### src/rtl/keypad_scan_debounce.sv
// Row-scanning keypad front end. It walks one low row per cycle and classifies each full frame.
// It debounces the frame result and emits key events, with optional autorepeat.
module keypad_scan_debounce #(
  parameter int ROWS          = 4,
  parameter int COLS          = 4,
  parameter int DB_FRAMES     = 3,
  parameter int REPEAT_FRAMES = 0,
  localparam int CW = ((ROWS * COLS) > 1) ? $clog2(ROWS * COLS) : 1
) (
  input  logic            clk,
  input  logic            rst,
  input  logic [COLS-1:0] kp_col,
  output logic [ROWS-1:0] kp_row,
  output logic [CW-1:0]   key_code,
  output logic            key_valid,
  output logic            key_held,
  output logic            multi
);

  localparam int RW       = $clog2(ROWS);
  localparam int DBW      = 4;
  localparam int RPW      = (REPEAT_FRAMES > 0) ? $clog2(REPEAT_FRAMES + 1) : 1;
  localparam int REP_LAST = (REPEAT_FRAMES > 0) ? REPEAT_FRAMES - 1 : 0;

  typedef enum logic [1:0] {
    RES_NONE   = 2'd0,
    RES_SINGLE = 2'd1,
    RES_MULTI  = 2'd2
  } res_e;

  typedef enum logic [1:0] {
    ST_IDLE    = 2'd0,
    ST_PRESSED = 2'd1,
    ST_MULTI   = 2'd2
  } state_e;

  logic [RW-1:0]  row_q, row_d;
  res_e           acc_kind_q, acc_kind_d;
  logic [CW-1:0]  acc_code_q, acc_code_d;
  res_e           cand_kind_q, cand_kind_d;
  logic [CW-1:0]  cand_code_q, cand_code_d;
  logic [DBW-1:0] db_cnt_q, db_cnt_d;
  state_e         state_q, state_d;
  logic [CW-1:0]  key_code_q, key_code_d;
  logic           key_valid_q, key_valid_d;
  logic [RPW-1:0] rep_cnt_q, rep_cnt_d;

  logic [COLS-1:0] col_hit;
  logic [1:0]      samp_cnt;
  logic [CW-1:0]   samp_code;
  res_e            merged_kind;
  logic [CW-1:0]   merged_code;
  logic            frame_end;
  state_e          target;
  logic            stable_change;

  genvar gi;
  generate
    for (gi = 0; gi < COLS; gi++) begin : g_col
      assign col_hit[gi] = ~kp_col[gi];
    end
  endgenerate

  assign frame_end = (row_q == RW'(ROWS - 1));

  // Per-sample zero count saturates at 2: only none/one/many matters.
  always_comb begin
    samp_cnt  = 2'd0;
    samp_code = '0;
    for (int c = 0; c < COLS; c++) begin
      if (col_hit[c]) begin
        if (samp_cnt != 2'd2) samp_cnt = samp_cnt + 2'd1;
        samp_code = CW'(int'(row_q) * COLS + c);
      end
    end
  end

  // Fold this sample into the partial frame; codes are forced to 0 unless SINGLE
  // so that candidate comparison can be a plain equality on kind and code.
  always_comb begin
    merged_kind = RES_MULTI;
    merged_code = '0;
    case (acc_kind_q)
      RES_NONE: begin
        if (samp_cnt == 2'd0) begin
          merged_kind = RES_NONE;
        end else if (samp_cnt == 2'd1) begin
          merged_kind = RES_SINGLE;
          merged_code = samp_code;
        end
      end
      RES_SINGLE: begin
        if (samp_cnt == 2'd0) begin
          merged_kind = RES_SINGLE;
          merged_code = acc_code_q;
        end
      end
      default: begin
        merged_kind = RES_MULTI;
      end
    endcase
  end

  always_comb begin
    row_d       = frame_end ? '0 : row_q + RW'(1);
    acc_kind_d  = frame_end ? RES_NONE : merged_kind;
    acc_code_d  = frame_end ? '0 : merged_code;
    cand_kind_d = cand_kind_q;
    cand_code_d = cand_code_q;
    db_cnt_d    = db_cnt_q;
    if (frame_end) begin
      if (merged_kind == cand_kind_q && merged_code == cand_code_q) begin
        if (db_cnt_q != DBW'(DB_FRAMES)) db_cnt_d = db_cnt_q + DBW'(1);
      end else begin
        cand_kind_d = merged_kind;
        cand_code_d = merged_code;
        db_cnt_d    = DBW'(1);
      end
    end
  end

  always_comb begin
    case (cand_kind_d)
      RES_SINGLE: target = ST_PRESSED;
      RES_MULTI:  target = ST_MULTI;
      default:    target = ST_IDLE;
    endcase
    // A different code while already pressed counts as a new press.
    stable_change = (db_cnt_d == DBW'(DB_FRAMES)) &&
                    ((target != state_q) ||
                     (target == ST_PRESSED && cand_code_d != key_code_q));
  end

  always_comb begin
    state_d     = state_q;
    key_code_d  = key_code_q;
    key_valid_d = 1'b0;
    rep_cnt_d   = rep_cnt_q;
    if (frame_end) begin
      if (stable_change) begin
        state_d   = target;
        rep_cnt_d = '0;
        if (target == ST_PRESSED) begin
          key_code_d  = cand_code_d;
          key_valid_d = 1'b1;
        end
      end else if (REPEAT_FRAMES > 0 && state_q == ST_PRESSED) begin
        if (rep_cnt_q == RPW'(REP_LAST)) begin
          rep_cnt_d   = '0;
          key_valid_d = 1'b1;
        end else begin
          rep_cnt_d = rep_cnt_q + RPW'(1);
        end
      end
    end
  end

  always_ff @(posedge clk) begin
    if (!rst) begin
      row_q       <= '0;
      acc_kind_q  <= RES_NONE;
      acc_code_q  <= '0;
      cand_kind_q <= RES_NONE;
      cand_code_q <= '0;
      db_cnt_q    <= '0;
      state_q     <= ST_IDLE;
      key_code_q  <= '0;
      key_valid_q <= 1'b0;
      rep_cnt_q   <= '0;
    end else begin
      row_q       <= row_d;
      acc_kind_q  <= acc_kind_d;
      acc_code_q  <= acc_code_d;
      cand_kind_q <= cand_kind_d;
      cand_code_q <= cand_code_d;
      db_cnt_q    <= db_cnt_d;
      state_q     <= state_d;
      key_code_q  <= key_code_d;
      key_valid_q <= key_valid_d;
      rep_cnt_q   <= rep_cnt_d;
    end
  end

  assign kp_row    = ~(ROWS'(1) << row_q);
  assign key_code  = key_code_q;
  assign key_valid = key_valid_q;
  assign key_held  = (state_q == ST_PRESSED);
  assign multi     = (state_q == ST_MULTI);

endmodule
### config.mk
export PLATFORM = sky130hd
export DESIGN_NAME = keypad_scan_debounce
export DESIGN_NICKNAME = d
export VERILOG_FILES = /design/src/rtl/keypad_scan_debounce.sv
export SDC_FILE = /design/constraint.sdc
export NUM_CORES = 1
export LEC_CHECK = 0
export ABC_AREA = 1
export BUFFER_PORTS_ARGS = -buffer_cell sky130_fd_sc_hd__buf_2
export CORE_MARGIN = 2
export CORE_UTILIZATION = 52
export CTS_BUF_LIST = sky130_fd_sc_hd__clkbuf_16
export CTS_CLUSTER_SIZE = 28
export DETAILED_ROUTE_END_ITERATION = 10
export GPL_TIMING_DRIVEN = 0
export PLACE_DENSITY = 0.85
export SYNTH_ARGS = -nofsm -noshare
export SYNTH_HDL_FRONTEND = slang
export SYNTH_SLANG_ARGS = --single-unit
### constraint.sdc
create_clock -name clk -period 2.3 [get_ports clk]
set_input_delay 0.115 -clock clk [delete_from_list [all_inputs] [get_ports clk]]
set_output_delay 0.115 -clock clk [all_outputs]
set_load 0.02 [all_outputs]
==> reports/qor.yml <==
worstSkewPairLatency_ns: 0.26
fin_skew_ns: 0.00185
post_drt_wl_per_cell_um: 11.5
cp.buffers_inverters: 4
dieArea_sq_um: 3670
syn_avg_cell_area_sq_um: 6.25
crit_slowest_cell: "ha_4"
r2r_setup_slack_ns: -0.03
worstSetupPathType: "in -> reg"
power.internal_w: 0.000797
slew_headroom_pct: 64.5
final_cell_mix: "nand2_1 (52), nor2_1 (44), inv_1 (38)"
ys_types: 26
vias: 1690
core_sq_um: 3050
grt-ovfl-total: 0
hold_violations: 0
crit_chain: "buf_12, inv_12, ha_4, inv_2, nand2_2, nand2_2, ha_4, or2_4, a21boi_4, nand2_1, nand2_2, inv_2, nand2_2, a21oi_4, nand3_4, nor3_4, nand2_2, nor2_4, nand4_1, nand2_1, nor2_1"
critPathLaunchType: "input port"
fp.dieH_um: 60.6
htreeDepth: 1
status: "finished with violations"
whs_ns: 0.232
syn_inst: 266
worstHoldPathType: "in -> reg"
cts_buffer_depth: 2
antenna_found_initial: 0
grt.total_usage_pct: 21.8
peakVddDrop_uv: 422
cap_violations: 0
synth_top_area_share_pct: 30.1
layout_commonest_cell: "nand2_1"
cts_hold_buf: 0
worstMarginPinSlew_ns: 0.533
remaining_drc_errors: 0
dpl-instance-area_sq_um: 1890
path_clk_slew_ns: 0.06
ys_ff_latch: 25
start_util_pct: 54.5
critical_path.max_fanout: 6
fmax_mhz: 423
clock-sinks: 25
rsz0062_at_grt: "true"
firstDrtPassIters: 5
cts_tree: "built"
area_growth_pct: 31.1
place_congestion: 0.866
drive_above_1_share_pct: 28.9
switching_share_pct: 31.8
grt_max_degree: 14
power_frac_comb_pct: 28.3
clockRootBuffer: "clkbuf_16"
netlist.top_cell.by_area: "dfxtp_1"
fin_area_sq_um: 2180
dpl.hpwl_mm: 2.64
row_count: 20
p_leak_nw: 1.05
syn_area_sq_um: 1660
yosysWarnings: 0
nets: 311
ioPinCount: 17
cp_data_required_time_ns: 2.45
antenna_cells: 0
switchingPower_w: 0.000372
port_buffers: 15
slew_viol_final: 0
seq_area_frac_synth_pct: 30.1
cts_buffers: 3
dieWidth_um: 60.6
arrival_ns: 2.52
crit_family: "simple AND/OR/NAND/NOR gates"
vias_per_cell: 5.00
finalCriticalPeriod_ns: 2.37
ant_nets: 0
period_share_pct: 103
setup_viol: 7
violations: "setup timing"
crit_top_cell: "nand2_2"
end_kind: "flop"
wirelength_mm: 3.89
cpPeakStageDelay_ns: 0.25
syn-num-nets: 282
p_seq_share_pct: 39.3
clock_power_share_pct: 32.3
initialDrtViolationCount: 47
grt_pass1_vias: 1516
grt_pass1_wl_mm: 6.15
power_density_nw_per_um2: 536
setup_slack_ns: -0.0653
synthTopCellsByArea: "dfxtp_1 (30%), nand2_1 (15%), nor2_1 (11%), inv_1 (9.3%), ha_1 (7.5%)"
==> synthesized netlist by cell type, drive strengths merged <==
master and count:
o21bai 1, a21oi 12, or2 1, o21ai 4
nand4 11, buf 1, dfxtp 25, nor3 4
clkbuf 2, nor2 53, nand3 22, nand2 70
clkinv 2, xor2 2, a21boi 1, ha 10
and3 1, inv 44
==> registers in the layout, summed over array words and instances, names as in the netlist <==
register     count
cand_kind_q      2
state_q          2
cand_code_q      4
db_cnt_q         4
row_q            2
key_code         4
acc_kind_q       2
key_valid        1
acc_code_q       4
==> area by class of cell <==
class / count / area (sq um)
clock buffers: 3 / 75.1
plain buffers: 2 / 7.51
multi-input cells: 192 / 1170
clock inverters: 1 / 3.75
fillers: 253 / 873
well taps: 44 / 55.1
inverters: 46 / 191
repair buffers: 25 / 175
flip-flops and latches: 25 / 500
==> path summary, 6_finish.rpt <==
path         startpoint          end  depth (start not counted)
max           kp_col[0]  key_code[3]                         21
min                 rst   state_q[1]                          3
min reg2reg    row_q[0]     row_q[0]                          1
max reg2reg    row_q[0]  key_code[3]                         12
==> power groups by stage <==
stage	Combinational [W]	Sequential (W)	Clock (W)
floorplan	0.000214	0.000467	0
global placement	0.000260	0.000469	0
detailed placement	0.000267	0.000469	0
CTS	0.000310	0.000460	0.000382
global route	0.000362	0.000463	0.000399
finish	0.000331	0.000460	0.000378
==> worst reg2reg max path, delay by kind of cell (launching register included) <==
family | cells | cell delay, ns
fa+ha+maj | 1 | 0.30
buf+inv | 3 | 0.35
flops | 1 | 0.38
simple gates | 8 | 1.19
==> logic make-up (layout without fill, tap and decap cells) <==
logic type	after synthesis	after routing	synth area share [%]
xor+xnor	2	2	1.05
buf+inv	49	77	11.1
fa+ha+maj	10	10	7.52
flops	25	25	30.1
simple gates	162	162	43.2
compound gates	18	18	7.07
==> stage by stage <==
step           setup slack [ns]  power, W  setup TNS (ns)  utilization, %  cells
2_1_floorplan           -0.0161  0.000681         -0.0298               -    266
3_3_place_gp             -0.483  0.000728           -3.29            62.0    325
3_5_place_dp             -0.514  0.000736           -3.61            62.0    325
4_1_cts                 0.00149   0.00115               0            69.3    336
5_1_grt                  -0.234   0.00122           -1.48            71.4    338
6_report                -0.0653   0.00117          -0.261            71.4    338
==> per-layer routing <==
layer	up-vias	routed length, um	global-route usage, %
li1	881	-	-
met1	758	1630	25.7
met2	42	2070	41.0
met3	9	126	1.92
met4	0	68	8.07
met5	-	0	0
==> timing repair <==
action / in CTS / in global routing
pin swaps: 16 / 7
setup buffers: 8 / 2
resized for setup: 26 / 13
setup endpoints to repair: 7 / 7
(Power assumes the default switching activity.)
